[src/rtl/command_regs_pkg.sv]
// Shared access-mode encoding and per-register mode selection for the
// command register bank.
package command_regs_pkg;

  typedef enum logic [1:0] {
    ACC_RW    = 2'd0,
    ACC_RO    = 2'd1,
    ACC_W1C   = 2'd2,
    ACC_PULSE = 2'd3
  } acc_t;

  localparam int ERR_COUNT_WIDTH = 8;

  // Masks are zero-extended to this width so one function serves any DEPTH.
  localparam int MAX_DEPTH = 1024;

  function automatic acc_t acc_mode(
    input logic [9:0]           n,
    input logic [MAX_DEPTH-1:0] ro_mask,
    input logic [MAX_DEPTH-1:0] w1c_mask,
    input logic [MAX_DEPTH-1:0] pulse_mask
  );
    acc_t mode;
    if (ro_mask[n]) begin
      mode = ACC_RO;
    end else if (w1c_mask[n]) begin
      mode = ACC_W1C;
    end else if (pulse_mask[n]) begin
      mode = ACC_PULSE;
    end else begin
      mode = ACC_RW;
    end
    return mode;
  endfunction

endpackage

[src/rtl/register_cell.sv]
// One register of the bank; its access mode is fixed at elaboration time.
module register_cell
  import command_regs_pkg::*;
#(
  parameter int            W           = 32,
  parameter acc_t          MODE        = ACC_RW,
  parameter logic [W-1:0]  RESET_VALUE = {W{1'b0}}
) (
  input  logic         clk,
  input  logic         i_reset,
  input  logic         w_hit,
  input  logic [W-1:0] w_value,
  input  logic [W-1:0] set_bits,
  input  logic [W-1:0] status,
  output logic [W-1:0] value
);

  localparam logic [W-1:0] INIT_VALUE = (MODE == ACC_RW) ? RESET_VALUE : {W{1'b0}};

  logic [W-1:0] value_r;
  logic [W-1:0] next_s;
  logic [W-1:0] clr_s;

  // Next-state selection; for W1C the set term is OR-ed last so set beats clear.
  always_comb begin
    clr_s = w_hit ? w_value : {W{1'b0}};
    case (MODE)
      ACC_RW:    next_s = w_hit ? w_value : value_r;
      ACC_RO:    next_s = status;
      ACC_W1C:   next_s = (value_r & ~clr_s) | set_bits;
      ACC_PULSE: next_s = w_hit ? w_value : {W{1'b0}};
      default:   next_s = value_r;
    endcase
  end

  // Register state with asynchronous reset.
  always_ff @(posedge clk or posedge i_reset) begin
    if (i_reset) begin
      value_r <= INIT_VALUE;
    end else begin
      value_r <= next_s;
    end
  end

  assign value = value_r;

endmodule

[src/rtl/command_register_bank.sv]
// Register bank behind the UART command parser: address decode, per-register
// cells, registered read path and illegal-access detection/counting.
module command_register_bank
  import command_regs_pkg::*;
#(
  parameter int WORD_WIDTH = 8,
  parameter int REG_WIDTH  = 4,
  parameter int DEPTH      = 16,
  parameter logic [DEPTH-1:0] RO_MASK    = {DEPTH{1'b0}},
  parameter logic [DEPTH-1:0] W1C_MASK   = {DEPTH{1'b0}},
  parameter logic [DEPTH-1:0] PULSE_MASK = {DEPTH{1'b0}},
  parameter logic [REG_WIDTH*WORD_WIDTH-1:0] RESET_VALUE = {(REG_WIDTH*WORD_WIDTH){1'b0}}
) (
  input  logic                                       clk,
  input  logic                                       i_reset,
  input  logic                                       i_w_en,
  input  logic [WORD_WIDTH-1:0]                      i_w_addr,
  input  logic [REG_WIDTH*WORD_WIDTH-1:0]            i_w_value,
  input  logic                                       i_r_en,
  input  logic [WORD_WIDTH-1:0]                      i_r_addr,
  input  logic [DEPTH*REG_WIDTH*WORD_WIDTH-1:0]      i_status,
  input  logic [DEPTH*REG_WIDTH*WORD_WIDTH-1:0]      i_set,
  output logic [REG_WIDTH*WORD_WIDTH-1:0]            o_r_value,
  output logic                                       o_r_valid,
  output logic [DEPTH*REG_WIDTH*WORD_WIDTH-1:0]      o_regs,
  output logic                                       o_err,
  output logic [ERR_COUNT_WIDTH-1:0]                 o_err_count
);

  localparam int W  = REG_WIDTH * WORD_WIDTH;
  localparam int CW = ERR_COUNT_WIDTH;
  // One extra bit so DEPTH == 2**WORD_WIDTH still compares correctly.
  localparam logic [WORD_WIDTH:0] DEPTH_LIMIT = (WORD_WIDTH + 1)'(DEPTH);
  localparam logic [CW-1:0]       COUNT_MAX   = {CW{1'b1}};

  logic [W-1:0]     reg_value_s [DEPTH];
  logic [DEPTH-1:0] w_hit_s;
  logic [DEPTH-1:0] w_ro_hit_s;
  logic [DEPTH-1:0] r_sel_s;
  logic             w_in_range_s;
  logic             r_in_range_s;
  logic             err_s;
  logic [W-1:0]     r_data_s;

  logic [W-1:0]     r_value_r;
  logic             r_valid_r;
  logic             err_r;
  logic [CW-1:0]    err_count_r;

  assign w_in_range_s = ({1'b0, i_w_addr} < DEPTH_LIMIT);
  assign r_in_range_s = ({1'b0, i_r_addr} < DEPTH_LIMIT);

  for (genvar n = 0; n < DEPTH; n++) begin : g_reg
    localparam acc_t MODE_N = acc_mode(10'(n), MAX_DEPTH'(RO_MASK),
                                       MAX_DEPTH'(W1C_MASK), MAX_DEPTH'(PULSE_MASK));
    localparam logic [WORD_WIDTH-1:0] ADDR_N = WORD_WIDTH'(n);

    logic w_match_s;

    assign w_match_s     = (i_w_addr == ADDR_N);
    assign w_hit_s[n]    = i_w_en && w_match_s && (MODE_N != ACC_RO);
    assign w_ro_hit_s[n] = i_w_en && w_match_s && (MODE_N == ACC_RO);
    assign r_sel_s[n]    = (i_r_addr == ADDR_N);

    register_cell #(
      .W           (W),
      .MODE        (MODE_N),
      .RESET_VALUE (RESET_VALUE)
    ) u_cell (
      .clk      (clk),
      .i_reset  (i_reset),
      .w_hit    (w_hit_s[n]),
      .w_value  (i_w_value),
      .set_bits (i_set[n*W +: W]),
      .status   (i_status[n*W +: W]),
      .value    (reg_value_s[n])
    );

    assign o_regs[n*W +: W] = reg_value_s[n];
  end

  // AND-OR read mux; an out-of-range address selects nothing and yields 0.
  always_comb begin
    r_data_s = {W{1'b0}};
    for (int n = 0; n < DEPTH; n++) begin
      r_data_s = r_data_s | ({W{r_sel_s[n]}} & reg_value_s[n]);
    end
  end

  // An illegal write and an illegal read in the same cycle are one event.
  assign err_s = (i_w_en && (!w_in_range_s || (|w_ro_hit_s))) ||
                 (i_r_en && !r_in_range_s);

  // Read response register, error pulse and saturating error counter.
  always_ff @(posedge clk or posedge i_reset) begin
    if (i_reset) begin
      r_value_r   <= {W{1'b0}};
      r_valid_r   <= 1'b0;
      err_r       <= 1'b0;
      err_count_r <= {CW{1'b0}};
    end else begin
      r_valid_r <= i_r_en;
      err_r     <= err_s;
      if (i_r_en) begin
        r_value_r <= r_data_s;
      end
      if (err_s && (err_count_r != COUNT_MAX)) begin
        err_count_r <= err_count_r + {{(CW-1){1'b0}}, 1'b1};
      end
    end
  end

  assign o_r_value   = r_value_r;
  assign o_r_valid   = r_valid_r;
  assign o_err       = err_r;
  assign o_err_count = err_count_r;

endmodule

[config.mk]
export PLATFORM = sky130hd
export DESIGN_NAME = command_register_bank
export DESIGN_NICKNAME = d
export VERILOG_FILES = /design/src/rtl/command_regs_pkg.sv /design/src/rtl/register_cell.sv /design/src/rtl/command_register_bank.sv
export SDC_FILE = /design/constraint.sdc
export NUM_CORES = 1
export LEC_CHECK = 0
export CAP_MARGIN = 20
export CORE_AREA = 2 2 632 634
export DETAILED_ROUTE_END_ITERATION = 10
export DIE_AREA = 0 0 634 636
export DONT_BUFFER_PORTS = 1
export PLACE_DENSITY_LB_ADDON = 0.1
export RECOVER_POWER = 100
export SLEW_MARGIN = 20
export SYNTH_ARGS = -nofsm -noshare
export SYNTH_HDL_FRONTEND = slang
export SYNTH_SLANG_ARGS = --single-unit
[constraint.sdc]
create_clock -name clk -period 32.4 [get_ports clk]
set_input_delay 0 -clock clk [delete_from_list [all_inputs] [get_ports clk]]
set_output_delay 0 -clock clk [all_outputs]
set_load 0.005 [all_outputs]
==> key figures <==
Logic synthesis
  – Async set or reset register ratio after synthesis: 100%
  – Leading area contributor after synthesis: dfrtp_1
  – Post-synth top area share: 55.8%
  – FF+latch count, synth: 554
  – Predominant post-synthesis flop cell: dfrtp_1
  – Post-synth top cells: 554 x dfrtp_1, 529 x mux2_2, 80 x a22oi_1
  – Sequential fraction of the synthesis area: 55.8%
  – Synth Instances: 1836
  – Top-count cell post-synth: dfrtp_1
  – Syn nets: 2913
  – Distinct cells, synth: 67
  – YS warnings: 0
  – Top cells by area, synth: dfrtp_1 56%, mux2_2 24%, mux2i_1 2.7%, a22oi_1 2.4%, buf_2 1.4%
  – Synth Area per Inst: 13.5 um^2
  – Number of synthesized flops with an enable pin: 0
  – Synthesized area: 0.0248 mm^2

CTS
  – TritonCTS clock tree: built
  – Cts bufs inserted: 90
  – Clock Latency Late Sink: 0.84 ns
  – Worst-path clk slew: 0.05 ns
  – CTS H-tree lvls: 3
  – CTS Root Cell: clkbuf_16
  – Clock Sinks: 554
  – Max clock buf depth: 4

Critical path
  – Crit path capture type: asynchronous set/reset pin
  – Critical path buffers and inverters: 5
  – RR Endpoint: o_r_value[8]$_DFFE_PP0P_
  – Worst r2r src: g_reg[7].u_cell.value[8]$_DFFE_PP0P_
  – Worst setup path start: i_reset
  – Critical Path, Cell by Cell: dlygate4sd3_1, dlygate4sd3_1, clkinvlp_2, clkbuf_1, clkbuf_1
  – Crit path to: g_reg[13].u_cell.value[5]$_DFFE_PP0P_
  – Crit path required time: 31.53 ns
  – Worst setup SP type: input pin
  – Critical path class: input pin to asynchronous set/reset pin
  – Crit Path Max Fanout: 110
  – Levels on crit path: 5
  – R2R cell count: 7
  – CP max stage cell: clkbuf_1
  – Data arrival, critical path: 9.68 ns
  – Crit path largest cell delay: 5.07 ns
  – Crit path max-delay family: buffers and inverters
  – Reg-to-reg setup timing slack: 29.05 ns

GRT
  – Initial antenna violation count: 50
  – Overall routing resource usage: 11.9%
  – Grt ovf: 0
  – First-pass GRT wire length: 295 mm
  – Vias in the first global route: 19300
  – Largest net degree at the start of global routing: 111

Hold path
  – Hold Path Class: input pin to register

Floorplanning
  – IO Pins: 1630
  – CORE AREA: 0.397 mm^2
  – Row count: 232
  – Die X-Extent: 634 um
  – Die ar.: 0.403 mm^2
  – Starting density of the core: 6.25%
  – Die height: 636 um

STA
  – Clock skew: 0.0722 ns
  – Minimum clock period: 10.55 ns
  – Fin. max-slew vios: 1190
  – Min Hold Slack: 0.0313 ns
  – Achievable Freq: 0.0948 GHz
  – Slew @ Worst Pin: 7.06 ns
  – Crit share post-route: 32.6%
  – Final hold vios: 0
  – RSZ-0062 raised after global routing: false
  – Worst rel slew slack: -371%
  – Post-Route Setup TNS: 0 ns
  – Final Setup Violations: 0

Placement
  – Post-DP HPWL: 173 mm
  – Placer Congestion: 0.701
  – Placed Cells: 7034
  – Port-buffer cells: 0

Power and ir drop
  – Pwr Density: 55.4 mW/mm^2
  – Leak: 13.6 nW
  – Peak VDD IR: 32.2 uV
  – Total power: 1.95 mW

Detailed routing
  – Final ANT Viol Nets: 0
  – Starting DRC count in detailed routing: 1144
  – Routed WL: 245 mm
  – Post-route DRC: 0
  – Drt wl/cell: 33.6 um
  – Drt pass-1 iters: 5
  – Via/cell ratio: 2.51
  – Vias: 18300

Finish
  – Core Util, Final: 8.85%
  – Fin nets: 3018
  – Layout cell share with drive strength beyond 1: 38.3%
  – Final cell count without fillers: 7287
  – # fillers: 45900
  – P&R area growth vs syn: 41.6%
  – Seq. cell area: 0.0139 mm^2
  – Area occupied by multi-input gates: 0.0104 mm^2

Status
  – Status: complete, but fails checks
  – Failing checks: capacitance limit, slew limit

Job
  – # Max-Cap Violations: 44
[cells by family after synthesis]
| kind of cell | Yosys count | share of synthesized area [%] |
|---|---|---|
| fa+ha+maj | 1 | 0.0504 |
| buf+inv | 160 | 2.86 |
| simple gates | 193 | 4.03 |
| xor+xnor | 7 | 0.247 |
| mux | 607 | 27.4 |
| flops | 554 | 55.8 |
| compound gates | 314 | 9.55 |
[flip-flops by register name, summed over array words and instances, names as in the netlist]
signal,count
o_r_value,32
o_err_count,8
g.u_cell.value,512
o_r_valid,1
o_err,1
[power breakdown]
part           switching [mW]  internal, mW
logic                  0.0989        0.0523
clock network           0.414         0.561
registers              0.0937         0.729
total                   0.606          1.34
[tightest hold or removal path: cells and delay by family]
| family | cells | cell delay, ns |
|---|---|---|
| AOI/OAI and AO/OA | 3 | 0.75 |
[worst min path at each step]
stage	end	slack [ns]	from	cells after the start
after detailed placement	g_reg[8].u_cell.value[10]$_DFFE_PP0P_	-0.05	i_reset	1
after CTS	g_reg[10].u_cell.value[24]$_DFFE_PP0P_	0.009	i_w_addr[3]	3
after global placement	g_reg[8].u_cell.value[10]$_DFFE_PP0P_	-0.05	i_reset	1
after floorplan	o_r_valid$_DFF_PP0_	0.03	i_r_en	0
after global routing	o_r_value[12]$_DFFE_PP0P_	0.01	i_r_addr[3]	3
final	o_r_value[12]$_DFFE_PP0P_	0.03	i_r_addr[3]	3
[through the flow]
stage | area [um^2] | setup WS [ns]
final | 35200 | 21.85
after global routing | 35100 | 19.97
after CTS | 35400 | 28.25
after detailed placement | 31700 | 28.49
after global placement | 31700 | 28.46
after floorplan | 24800 | 16.91
[layout make-up]
class                           instances  area share [%]
Sequential cell                       554            39.4
Inverter                                7          0.0783
Clock buffer                          144            7.61
Tap cell                             5265            18.7
Clock inverter                         10           0.249
Multi-Input combinational cell       1122            29.7
Antenna cell                           19           0.135
Timing Repair Buffer                  166            4.08
[layout by cell type, fill, tap and decap left out, types with 5 or more instances in the layout]
master         instances
nand4_1                8
a21oi_1               21
and3_1                 7
nor2_1                54
mux4_2                 5
mux2_1                 7
nand2_1               33
nor3_4                 5
o21ai_0               23
o32a_1                10
clkinv_2               5
mux2_2               529
a222oi_1               7
nor3_1                 8
buf_4                 47
dfrtp_1              554
o32ai_1                8
o22ai_1               31
a221oi_1              21
clkbuf_1              73
a22o_1                18
nand3_1               18
a32oi_1               13
dlygate4sd3_1         64
nand2b_1               5
and2_2                 5
diode_2               19
nor2_4                13
a211oi_1              12
nor3b_1                5
o221ai_1               9
clkbuf_8              22
buf_12                 7
clkbuf_16             90
a22oi_1               80
a31oi_1               22
mux2i_1               66
[per-layer routing]
metal	vias up	GRT usage, %	routed length, um
met3	214	7.47	34200
li1	7232	-	-
met4	12	3.42	8200
met1	9988	12.2	85600
met5	-	0	80
met2	811	19.8	117000
[what timing repair did]
action	4_1_cts	5_1_grt
resized for setup	0	0
setup endpoints to repair	0	0
hold buffers	77	1
buffers inserted	0	0
endpoints found under the hold margin	789	16
(Power assumes the default switching activity.)
